### config.mk
export PLATFORM = sky130hd
export DESIGN_NAME = muldiv_sched_flat
export DESIGN_NICKNAME = d
export VERILOG_FILES = /design/src/rtl/muldiv_sched_if.sv /design/src/rtl/muldiv_sched.sv /design/src/flat_wrapper.sv
export SDC_FILE = /design/constraint.sdc
export NUM_CORES = 1
export LEC_CHECK = 0
export CORE_AREA = 2 2 131 133
export DETAILED_ROUTE_END_ITERATION = 16
export DIE_AREA = 0 0 133 135
export GPL_TIMING_DRIVEN = 0
export SYNTH_ARGS = -nofsm -noshare
export SYNTH_HDL_FRONTEND = slang
export SYNTH_SLANG_ARGS = --single-unit
### constraint.sdc
create_clock -name clk -period 4.7 [get_ports clk]
set_input_delay 1.41 -clock clk [delete_from_list [all_inputs] [get_ports clk]]
set_output_delay 1.41 -clock clk [all_outputs]
set_load 0.02 [all_outputs]
### src/rtl/muldiv_sched_if.sv
// Handshake bundle between the EX-stage mult/div scheduler and its neighbours:
// the EX op source, the pipelined multiplier, the iterative divider and HI/LO.
// The slave side is the scheduler. The master side is everything around it.
interface muldiv_sched_if #(
    parameter int WIDTH = 32
);
    logic                 op_valid;
    logic [1:0]           op_code;
    logic [WIDTH-1:0]     op_a;
    logic [WIDTH-1:0]     op_b;
    logic                 flush;

    logic                 mul_start;
    logic                 mul_signed;
    logic [WIDTH-1:0]     mul_a;
    logic [WIDTH-1:0]     mul_b;
    logic [2*WIDTH-1:0]   mul_result;

    logic                 div_start;
    logic                 div_cancel;
    logic                 div_done;
    logic [WIDTH-1:0]     div_q;
    logic [WIDTH-1:0]     div_r;

    logic                 stall;
    logic                 busy;
    logic                 hilo_we;
    logic [2*WIDTH-1:0]   hilo_wdata;
    logic                 exc_divzero;

    modport master (
        output op_valid, op_code, op_a, op_b, flush,
        output mul_result, div_done, div_q, div_r,
        input  mul_start, mul_signed, mul_a, mul_b, div_start, div_cancel,
        input  stall, busy, hilo_we, hilo_wdata, exc_divzero
    );

    modport slave (
        input  op_valid, op_code, op_a, op_b, flush,
        input  mul_result, div_done, div_q, div_r,
        output mul_start, mul_signed, mul_a, mul_b, div_start, div_cancel,
        output stall, busy, hilo_we, hilo_wdata, exc_divzero
    );
endinterface

### src/rtl/muldiv_sched.sv
// EX-stage multiply/divide scheduler.
// Starts one MULT/MULTU/DIV/DIVU op at a time on either the fixed-latency
// multiplier or the handshaked divider. It stalls the front of the pipe while
// the op is in flight and writes {HI,LO} with a single-cycle hilo_we.
// Optional feature: define MULDIV_DIVZERO_TRAP_EN to raise exc_divzero on a
// divide by zero. When it is undefined, a divide by zero retires silently.
module muldiv_sched #(
    parameter int WIDTH   = 32,
    parameter int MUL_LAT = 4
) (
    input  logic           clk,
    input  logic           rst,     // asynchronous, active-low
    muldiv_sched_if.slave  bus
);
    localparam int CNT_W = (MUL_LAT > 1) ? $clog2(MUL_LAT) : 1;
    localparam logic [CNT_W-1:0] CNT_INIT = CNT_W'(MUL_LAT - 1);

    typedef enum logic [1:0] {
        IDLE     = 2'd0,
        MUL_WAIT = 2'd1,
        DIV_WAIT = 2'd2,
        DONE     = 2'd3
    } state_t;

    state_t               state, state_nx;
    logic [CNT_W-1:0]     cnt;
    logic [2*WIDTH-1:0]   hilo_q;
    logic                 signed_q;
    logic                 zero_div;

    logic issue, cap_mul, cap_div;
    logic stall, mul_start, div_start, div_cancel, hilo_we, exc_divzero;

    // State register.
    always_ff @(posedge clk or negedge rst) begin
        if (!rst) state <= IDLE;
        else      state <= state_nx;
    end

    // Next-state and control outputs. Flush outranks completion in every state.
    always_comb begin
        state_nx    = state;
        issue       = 1'b0;
        cap_mul     = 1'b0;
        cap_div     = 1'b0;
        stall       = 1'b0;
        mul_start   = 1'b0;
        div_start   = 1'b0;
        div_cancel  = 1'b0;
        hilo_we     = 1'b0;
        exc_divzero = 1'b0;
        case (state)
            IDLE: begin
                // Gating on rst keeps every output low while reset is held.
                if (rst && bus.op_valid && !bus.flush) begin
                    issue = 1'b1;
                    stall = 1'b1;
                    if (!bus.op_code[1]) begin
                        mul_start = 1'b1;
                        state_nx  = MUL_WAIT;
                    end else if (bus.op_b != '0) begin
                        div_start = 1'b1;
                        state_nx  = DIV_WAIT;
                    end else begin
                        // Divide by zero never reaches the divider.
                        state_nx  = DONE;
                    end
                end
            end
            MUL_WAIT: begin
                stall = 1'b1;
                if (bus.flush) begin
                    state_nx = IDLE;
                end else if (cnt == '0) begin
                    cap_mul  = 1'b1;
                    state_nx = DONE;
                end
            end
            DIV_WAIT: begin
                stall = 1'b1;
                if (bus.flush) begin
                    div_cancel = 1'b1;
                    state_nx   = IDLE;
                end else if (bus.div_done) begin
                    cap_div  = 1'b1;
                    state_nx = DONE;
                end
            end
            DONE: begin
                // op_valid here is the retiring instruction itself, so it is ignored.
                state_nx = IDLE;
                hilo_we  = !zero_div && !bus.flush;
`ifdef MULDIV_DIVZERO_TRAP_EN
                exc_divzero = zero_div && !bus.flush;
`else
                exc_divzero = 1'b0;
`endif
            end
            default: state_nx = IDLE;
        endcase
    end

    // Latency counter, signedness, zero-divide flag and the HI/LO result holding register.
    always_ff @(posedge clk or negedge rst) begin
        if (!rst) begin
            cnt      <= '0;
            hilo_q   <= '0;
            signed_q <= 1'b0;
            zero_div <= 1'b0;
        end else begin
            if (issue) begin
                signed_q <= ~bus.op_code[0];
                zero_div <= bus.op_code[1] && (bus.op_b == '0);
                if (!bus.op_code[1]) cnt <= CNT_INIT;
            end else if (state == MUL_WAIT && cnt != '0) begin
                cnt <= cnt - CNT_W'(1);
            end
            if (cap_mul)      hilo_q <= bus.mul_result;
            else if (cap_div) hilo_q <= {bus.div_r, bus.div_q};
        end
    end

    // Signedness is valid alongside the start pulse and held for the whole op.
    assign bus.mul_signed  = issue ? ~bus.op_code[0] : signed_q;
    assign bus.mul_a       = bus.op_a;
    assign bus.mul_b       = bus.op_b;
    assign bus.mul_start   = mul_start;
    assign bus.div_start   = div_start;
    assign bus.div_cancel  = div_cancel;
    assign bus.stall       = stall;
    assign bus.busy        = (state != IDLE);
    assign bus.hilo_we     = hilo_we;
    assign bus.hilo_wdata  = hilo_q;
    assign bus.exc_divzero = exc_divzero;
endmodule

### src/flat_wrapper.sv
// flat-port wrapper written by rule: the top's interface ports become plain ports
module muldiv_sched_flat 
#(
    parameter int WIDTH   = 32,
    parameter int MUL_LAT = 4
)
  (clk, rst, bus_op_valid, bus_op_code, bus_op_a, bus_op_b, bus_flush, bus_mul_result, bus_div_done, bus_div_q, bus_div_r, bus_mul_start, bus_mul_signed, bus_mul_a, bus_mul_b, bus_div_start, bus_div_cancel, bus_stall, bus_busy, bus_hilo_we, bus_hilo_wdata, bus_exc_divzero);
  muldiv_sched_if #(.WIDTH(WIDTH)) bus_i ();
  input  logic clk;
  input  logic rst;
  input wire logic [$bits(bus_i.op_valid)-1:0] bus_op_valid;
  input wire logic [$bits(bus_i.op_code)-1:0] bus_op_code;
  input wire logic [$bits(bus_i.op_a)-1:0] bus_op_a;
  input wire logic [$bits(bus_i.op_b)-1:0] bus_op_b;
  input wire logic [$bits(bus_i.flush)-1:0] bus_flush;
  input wire logic [$bits(bus_i.mul_result)-1:0] bus_mul_result;
  input wire logic [$bits(bus_i.div_done)-1:0] bus_div_done;
  input wire logic [$bits(bus_i.div_q)-1:0] bus_div_q;
  input wire logic [$bits(bus_i.div_r)-1:0] bus_div_r;
  output wire logic [$bits(bus_i.mul_start)-1:0] bus_mul_start;
  output wire logic [$bits(bus_i.mul_signed)-1:0] bus_mul_signed;
  output wire logic [$bits(bus_i.mul_a)-1:0] bus_mul_a;
  output wire logic [$bits(bus_i.mul_b)-1:0] bus_mul_b;
  output wire logic [$bits(bus_i.div_start)-1:0] bus_div_start;
  output wire logic [$bits(bus_i.div_cancel)-1:0] bus_div_cancel;
  output wire logic [$bits(bus_i.stall)-1:0] bus_stall;
  output wire logic [$bits(bus_i.busy)-1:0] bus_busy;
  output wire logic [$bits(bus_i.hilo_we)-1:0] bus_hilo_we;
  output wire logic [$bits(bus_i.hilo_wdata)-1:0] bus_hilo_wdata;
  output wire logic [$bits(bus_i.exc_divzero)-1:0] bus_exc_divzero;
  assign bus_i.op_valid = bus_op_valid;
  assign bus_i.op_code = bus_op_code;
  assign bus_i.op_a = bus_op_a;
  assign bus_i.op_b = bus_op_b;
  assign bus_i.flush = bus_flush;
  assign bus_i.mul_result = bus_mul_result;
  assign bus_i.div_done = bus_div_done;
  assign bus_i.div_q = bus_div_q;
  assign bus_i.div_r = bus_div_r;
  assign bus_mul_start = bus_i.mul_start;
  assign bus_mul_signed = bus_i.mul_signed;
  assign bus_mul_a = bus_i.mul_a;
  assign bus_mul_b = bus_i.mul_b;
  assign bus_div_start = bus_i.div_start;
  assign bus_div_cancel = bus_i.div_cancel;
  assign bus_stall = bus_i.stall;
  assign bus_busy = bus_i.busy;
  assign bus_hilo_we = bus_i.hilo_we;
  assign bus_hilo_wdata = bus_i.hilo_wdata;
  assign bus_exc_divzero = bus_i.exc_divzero;
  muldiv_sched #(.WIDTH(WIDTH), .MUL_LAT(MUL_LAT)) u_core (.clk(clk), .rst(rst), .bus(bus_i));
endmodule
==> results.toml <==
[cells_and_area]
fin_area_um2 = 7720
utilization = 0.471
fin_nets = 929
diodes = 0
area_growth_pct = 88.5
drive_gt1_frac = 0.157

[min_path]
min_to = "u_core.zero_div"
hp-start = "u_core.zero_div"
min_path_cells = 2
holdCritPathClass = "flop to flop"

[yosys]
yosysTopAreaCellShare = 0.428
syn_inst = 408
synth_edf_count = 0
async_reset_ff_frac = 1.00
ys.flop_type = "dfrtp_1"
yosys-top-cells-area = "dfrtp_1, mux2i_1, buf_4"
yosysUniqueCellTypes = 32
synth_seq_cells = 70
syn_area_um2 = 4100
yosys_warnings = 0
synth_nets = 613
yosys.area.top_type = "dfrtp_1"
ys_seq_area_frac = 0.428
postSynthAreaPerCell_um2 = 10.0

[timing]
drv_slew = 0
max_slew_margin = 0.651
setup_tns_ns = 0
timing.hold.ws_ns = 0.487
finalHoldViolCount = 0
post-route-period-util = 0.950
fmax_ghz = 0.224
tightest_slew_ns = 0.524
finalCriticalPeriod_ns = 4.46
skew_ns = 0.00315
setup_violations = 0
rsz0062_at_grt = "no"

[setup_path]
reg2reg_slack_ns = 2.98
path_class = "input pin to primary output"
rr_startpoint = "u_core.state[1]"
cp.arrival_ns = 3.05
rr_worst_depth = 6
crit_path_max_fanout = 3
cp-end-kind = "primary output"
crit_required_ns = 3.29
cp-start-kind = "input pin"
timing.rr.end = "u_core.bus.hilo_wdata[46]"

[placement]
postPlaceCellArea_um2 = 7410
dp_hpwl_um = 12500
routabilityCongestion = 0.865
numPortBuffers = 301

[grt]
grt_max_degree = 44
antenna_found_initial = 0
grt_pass1_vias = 4464
overflow = 0
grtUsageTotal = 0.169
grt_pass1_wl_um = 23500

[flow_run]
maxCapViolCount = 0

[floorplanning]
fp.dieH_um = 135
dieArea_um2 = 18000
num_io_pins = 335
rows = 47
die-width_um = 133
core_um2 = 16400
initial_core_util = 0.250

[drt]
vias = 4006
drt_wl_total_um = 15500
ant_nets = 0
drt_iter0_markers = 94
viasPerCell = 4.23
wire_per_inst_um = 16.4
drc_errors = 0
dr.pass1.iters = 4

[clock_network]
cts_tree = "yes"
cts_hold_buf = 0
cts_sinks = 70
clkTransAtPathRegs_ns = 0.05
cts_buffers = 9
clockBufferDepth = 2
clock_latency_ns = 0.33
htree_levels = 3
clockRootBuffer = "clkbuf_16"

[pwr]
peakVddDrop_v = 0.000167
leakagePower_uw = 0.00363
finalPower_uw = 3570
powerDensity_nw_per_um2 = 463

[status]
outcome = "completed"
per-stage QoR:
stage	cells	setup slack [ns]
6_report	946	0.236
5_1_grt	946	0.141
4_1_cts	943	0.00424
3_5_place_dp	930	-0.0467
3_3_place_gp	929	-3.00
2_1_floorplan	408	1.07
cell usage after synthesis (all sizes together) (3+ instances only):
cell type / number
buf: 84
dfrtp: 70
nand2: 70
o21ai: 69
mux2i: 65
nor4: 8
ha: 6
nor2: 6
inv: 5
a21oi: 4
nand2b: 3
layer usage:
layer / part of all wire / up-vias / global-route usage
met5: 0 / - / 0
met4: 0.020 / 0 / 0.0579
met3: 0.083 / 26 / 0.0533
met2: 0.53 / 188 / 0.312
met1: 0.37 / 1842 / 0.184
li1: - / 1950 / -
worst max-delay path: stages:
cell             delay (ns)
clkdlybuf4s50_1        0.42
nor4_1                 0.34
nand4_1                0.13
or2_1                  0.28
nor2b_1                0.14
dlygate4sd2_1          0.33
cell type report:
class | instances | area, um^2
timing repair buffer | 305 | 3060
multi-input combinational | 247 | 1610
clock buffer | 11 | 243
buffer | 86 | 721
clock inverter | 2 | 35.0
fill | 1534 | 8690
inverter | 5 | 18.8
tap | 220 | 275
sequential | 70 | 1750
cell usage in the layout, fill, tap and decap left out, drive strengths merged, types with 2 or more instances in the layout:
master           n
nand2           70
nand2b           3
dfrtp           70
o21ai           69
clkbuf          13
a21oi            4
nand3b           2
mux2i           65
nor4             8
clkdlybuf4s50  298
nor2b            2
nor3b            2
buf             89
nand4            2
inv              5
nor2             6
ha               6
flip-flops by register name, summed over array words and instances (netlist names):
register	cells
u_core.bus.hilo_wdata	64
u_core.cnt	2
u_core.signed_q	1
u_core.state	2
u_core.zero_div	1
how the worst max path moves through the flow:
stage	to	cells after the start	from
floorplan	bus_div_start	4	bus_op_b[22]
global placement	bus_mul_signed	4	rst
detailed placement	bus_div_start	6	bus_op_b[5]
CTS	bus_stall	6	bus_flush
global route	bus_div_start	6	bus_op_b[17]
finish	bus_div_start	6	bus_op_b[30]
cells by family (layout without fill, tap and decap cells):
kind of cell / count (synthesis) / count (layout) / synth area share
adder cells (fa/ha/maj): 6 / 6 / 0.0183
AO/OA/AOI/OAI: 75 / 75 / 0.0983
buffers and inverters: 91 / 409 / 0.181
AND/OR/NAND/NOR: 100 / 100 / 0.115
flip-flops: 70 / 70 / 0.428
multiplexers: 65 / 65 / 0.159
other: 1 / 1 / 0.000915
power breakdown:
group	internal [uW]	total [uW]	switching (uW)	leakage, uW
clock	415	662	246	0.000137
sequential	881	1030	150	0.000875
combinational	960	1880	919	0.00261
timing repair:
| action | in CTS | in global routing |
|---|---|---|
| endpoints found under the setup margin | 1 | 3 |
| gates resized for setup | 2 | 2 |
| pin swaps | 0 | 0 |
| buffers inserted | 0 | 3 |
No activity file was read; power rests on OpenSTA's default activity.
